$ cat src/rtl/branch_unit.sv
// Branch resolution for the KGP-RISC datapath.
// Decodes opcodes 48-59 against ALU flags; all outputs registered.
module branch_unit (
  input  logic        clk,
  input  logic        rst,
  input  logic [5:0]  opcode,
  input  logic [25:0] label,
  input  logic [31:0] rsVal,
  input  logic        carryFlag,
  input  logic        zFlag,
  input  logic        overflowFlag,
  input  logic        signFlag,
  input  logic [11:0] pc,
  input  logic [31:0] raDataOld,
  output logic [31:0] raDataNew,
  output logic [25:0] pcLabel,
  output logic        isBranch
);

  localparam logic [5:0] OP_B    = 6'd48;
  localparam logic [5:0] OP_BR   = 6'd49;
  localparam logic [5:0] OP_BZ   = 6'd50;
  localparam logic [5:0] OP_BNZ  = 6'd51;
  localparam logic [5:0] OP_BCY  = 6'd52;
  localparam logic [5:0] OP_BNCY = 6'd53;
  localparam logic [5:0] OP_BS   = 6'd54;
  localparam logic [5:0] OP_BNS  = 6'd55;
  localparam logic [5:0] OP_BV   = 6'd56;
  localparam logic [5:0] OP_BNV  = 6'd57;
  localparam logic [5:0] OP_CALL = 6'd58;
  localparam logic [5:0] OP_RET  = 6'd59;

  logic        w_taken;
  logic [25:0] w_target;
  logic [31:0] w_ra;
  logic [31:0] w_ret_addr;

  logic [31:0] r_ra;
  logic [25:0] r_label;
  logic        r_branch;

  // Zero-extend before adding so the carry out of pc[11] survives.
  assign w_ret_addr = {20'b0, pc} + 32'd4;

  always_comb begin
    w_taken  = 1'b0;
    w_target = label;
    w_ra     = raDataOld;
    unique case (opcode)
      OP_B:    w_taken = 1'b1;
      OP_BR: begin
        w_taken  = 1'b1;
        w_target = rsVal[25:0];
      end
      OP_BZ:   w_taken = zFlag;
      OP_BNZ:  w_taken = ~zFlag;
      OP_BCY:  w_taken = carryFlag;
      OP_BNCY: w_taken = ~carryFlag;
      OP_BS:   w_taken = signFlag;
      OP_BNS:  w_taken = ~signFlag;
      OP_BV:   w_taken = overflowFlag;
      OP_BNV:  w_taken = ~overflowFlag;
      OP_CALL: begin
        w_taken = 1'b1;
        w_ra    = w_ret_addr;
      end
      OP_RET: begin
        w_taken  = 1'b1;
        w_target = raDataOld[25:0];
      end
      default: w_taken = 1'b0;
    endcase
  end

  always_ff @(posedge clk) begin
    if (rst) begin
      r_branch <= 1'b0;
      r_label  <= '0;
      r_ra     <= '0;
    end else begin
      r_branch <= w_taken;
      r_label  <= w_taken ? w_target : 26'd0;
      r_ra     <= w_ra;
    end
  end

  assign isBranch  = r_branch;
  assign pcLabel   = r_label;
  assign raDataNew = r_ra;

endmodule

$ cat config.mk
export PLATFORM = sky130hd
export DESIGN_NAME = branch_unit
export DESIGN_NICKNAME = d
export VERILOG_FILES = /design/src/rtl/branch_unit.sv
export SDC_FILE = /design/constraint.sdc
export NUM_CORES = 1
export LEC_CHECK = 0
export BUFFER_PORTS_ARGS = -buffer_cell sky130_fd_sc_hd__buf_2
export CORE_AREA = 2 2 85 87
export CTS_BUF_LIST = sky130_fd_sc_hd__clkbuf_4 sky130_fd_sc_hd__clkbuf_8
export DETAILED_ROUTE_END_ITERATION = 10
export DIE_AREA = 0 0 87 89
export PLACE_DENSITY = 0.88
export SYNTH_ARGS = -nofsm -noshare
export SYNTH_HDL_FRONTEND = slang
export SYNTH_SLANG_ARGS = --single-unit
$ cat constraint.sdc
create_clock -name clk -period 1.45 [get_ports clk]
set_clock_uncertainty 0.05 [all_clocks]
set_input_delay 0.2175 -clock clk [delete_from_list [all_inputs] [get_ports clk]]
set_output_delay 0.2175 -clock clk [all_outputs]
set_load 0.1 [all_outputs]
* After elaboration in Yosys (flattened, before gate mapping)
Cells that the tools add are included.
Word-level totals: output and inout port bits 59, bits of input ports 114, register bits after elaboration 59
Operators by class: multiplexer cells 3, equal/unequal tests 12, reduce and logical (&&, ||, !) cells 2, bitwise gates (word level) 5, add/sub/neg operators 1
Operators with widths (number):
- equality test 6 bit, second input constant | 12
- one-hot mux 26 bit (2 select lines) | 1
- two-way mux 32 bit | 1
- adder 12 x 3 -> 13 bit, second input constant | 1
- one-hot mux 1 bit (9 select lines) | 1
- NOT 1 bit | 5
- OR reduction 4 bit | 1
- OR reduction 2 bit | 1

* Depth between registers and ports, before layout
depth in word-level cells 5, depth in mapped cells 6, gate-level depth less buffers 5

* Worst setup path after synthesis
Ideal clock, no wire load.
path kind input to register, start point in opcode[1], end point reg r_label[10], in the netlist pcLabel[10], stages on the path 6, required time 1276 ps, data arrival time 1300 ps, setup slack -24 ps, path through or3b_1 nand2_1 mux2i_1 o31ai_4 buf_6 a31oi_1
Between the ends: cells in the longest elaborated chain, start to end 5, elaborated cells on any way between the ends 17, classes of those cells eq/ne: 12; mux: 2; bitwise: 1; reduce/logical: 2
RTL lines:
- start, declared | RTL line 6 | input logic [5:0] opcode,
- equality test 6 bit | RTL line 49 | unique case (opcode)
- OR reduction 4 bit (no source line)
- one-hot mux 1 bit (9 select lines) | RTL line 49
- NOT 1 bit (no source line)
- OR reduction 2 bit (no source line)
- end signal, assigned | RTL line 82 | r_label <= w_taken ? w_target : 26'd0;
- end, declared | RTL line 39 | logic [25:0] r_label;
Parallel ways exist; a longest one is shown, timed or not. A chain may end at the register's enable or synchronous reset.

* Worst setup path after layout
start point reg r_label[1], in the netlist pcLabel[1], end point out pcLabel[1]
RTL lines:
- end, declared | RTL line 16 | output logic [25:0] pcLabel,
No word-level cell between the ends.

==> metrics.yaml <==
drv_slew: 0
path_max_fanout: 1
dr_wl_met3_um: 628
ant_nets: 0
synth_cell_types: 31
setup_tns_ns: 0
outcome: "finished, final reports clean"
nets: 606
multi_input_comb_area_um2: 1320
crit_required_ns: 1.18
place.gp.congestion: 0.807
boundaryPins: 173
critical_path_class: "reg2out"
netlist_instances: 309
whs_ns: 0.0349
start_util: 0.386
port_buffers: 166
wl_met2_um: 4240
post_cts_buffers: 0
finalCritPeriodShare: 0.933
max-cap-violations: 0
diodes: 0
layout.cells.non_filler: 576
htreeDepth: 3
wl_per_cell_um: 14.8
grt_max_degree: 29
critPathSlowestCell: "buf_2"
worst_pin_slew_ns: 0.655
cts_resized: 0
cp_data_arrival_time_ns: 1.09
grt_pass1_wl_um: 13100
syn_avg_cell_area_um2: 8.40
cts_num_sinks: 59
detail_route.first_pass.iterations: 4
power_density_nw_per_um2: 1090
yosysSeqAreaShare: 0.455
final.min_clock_period_ns: 1.35
critPathBufInv: 1
startpoint_type: "flop"
regArea_um2: 1180
topRoutingLayerUsed: "met4"
vias_per_cell: 5.25
final-hold-violation-count: 0
post-place-ws_ns: -0.158
syn-num-nets: 424
grtUsageTotal: 0.218
drc: 0
synth_area_um2: 2590
leakagePower_nw: 1.94
ctsHoldBuffers: 0
drive_above_1_share: 0.435
antenna_found_initial: 0
path_cells: "buf_2"
max_freq_mhz: 739
drt-total-wl_um: 8520
cts_buffers: 9
cts.clk_slew.worst_paths_ns: 0.08
dr_total_vias: 3024
hpwlAfterDp_um: 6340
most-common-layout-cells: "buf_2 (166), dfxtp_1 (59), a21oi_1 (31)"
max_stage_delay_ns: 0.44
cts_root_buf: "clkbuf_8"
worst_slack_ns: 0.0971
tritoncts: "yes"
ys.warnings.count: 0
rsz0062_at_grt: "false"
synth_seq_cells: 59
die_height_um: 89
dp.cells: 560
clockBufferDepth: 2
vdd_drop_max_mv: 0.592
slew_headroom: 0.563
rows: 30
grt-ovfl-total: 0
endpoint_kind: "output pin"
die_w_um: 87
syn2layout_area_growth_pct: 49.1
grt_pass1_vias: 2847
wl_met1_um: 3450
core_um2: 6720
final_common_cell: "buf_2"
dieArea_um2: 7740
crit_family: "buffers and inverters"
hold_path_class: "in2reg"
setup_violations: 0
final.fill_count: 618
dr.first_iter.drc_count: 123
layer usage:
metal | global-route usage | vias up
li1 | - | 1485
met4 | 0.101 | 0
met2 | 0.380 | 126
met1 | 0.245 | 1397
met3 | 0.0637 | 16
met5 | 0 | -
power by group:
group          internal, mW  total (mW)  leakage [nW]  switching (mW)
logic                 0.282        1.04          1.36           0.759
clock network         0.786        1.46        0.0950           0.671
registers              1.69        1.70         0.485          0.0148
total                  2.76        4.20          1.94            1.45
logic make-up after synthesis:
| logic type | count (synthesis) | synth area share |
|---|---|---|
| xor gates and xnor gates | 7 | 0.0236 |
| and+or+nand+nor | 120 | 0.250 |
| adders and majority gates | 1 | 0.00482 |
| buffers and inverters | 24 | 0.0434 |
| AOI/OAI and AO/OA | 96 | 0.216 |
| DFF | 59 | 0.455 |
| muxes | 2 | 0.00771 |
final cells by class:
type | instances | area share
multi-input cells | 226 | 0.340
flip-flops and latches | 59 | 0.305
repair buffers | 193 | 0.277
clock buffers | 9 | 0.0320
well taps | 80 | 0.0259
clock inverters | 7 | 0.0178
inverters | 2 | 0.00194
Yosys cell counts:
cell      count  share of area
dfxtp_1      59           0.46
a21oi_1      31          0.060
nand3_1      30          0.058
and3_1       28          0.068
o21ai_0      27          0.052
a31oi_1      25          0.060
and2_1       21          0.051
clkbuf_1     14          0.020
nand2_1      14          0.020
nor2_1       14          0.020
a211oi_1      8          0.023
buf_2         6          0.012
xor2_1        6          0.020
nor2b_1       3         0.0072
a311oi_1      2         0.0068
buf_6         2         0.0087
inv_1         2         0.0029
mux2i_1       2         0.0077
nand4_1       2         0.0048
or3_1         2         0.0048
a211o_1       1         0.0034
ha_1          1         0.0048
nand2b_1      1         0.0024
nor2_2        1         0.0024
nor3_1        1         0.0019
nor3_2        1         0.0039
o21ai_1       1         0.0019
o31ai_4       1         0.0082
or2_2         1         0.0024
or3b_1        1         0.0034
xnor2_1       1         0.0034
per-stage QoR:
step / utilization / total power, mW / instance area, um2
floorplan: - / 2.43 / 2600
global placement: 0.547 / 2.76 / 3680
detailed placement: 0.547 / 2.77 / 3680
CTS: 0.576 / 4.23 / 3870
global route: 0.576 / 4.37 / 3870
finish: 0.576 / 4.20 / 3870
path summary, 6_finish.rpt:
| check | start | endpoint | cells after the start |
|---|---|---|---|
| worst max-delay path | pcLabel[1] | pcLabel[1] | 1 |
| worst min-delay path | raDataOld[30] | raDataNew[30] | 2 |
flip-flops by register name, indices dropped and copies added, names as in the netlist:
signal,count
raDataNew,32
pcLabel,26
isBranch,1
Note: power is estimated with default switching activity, not from simulation.
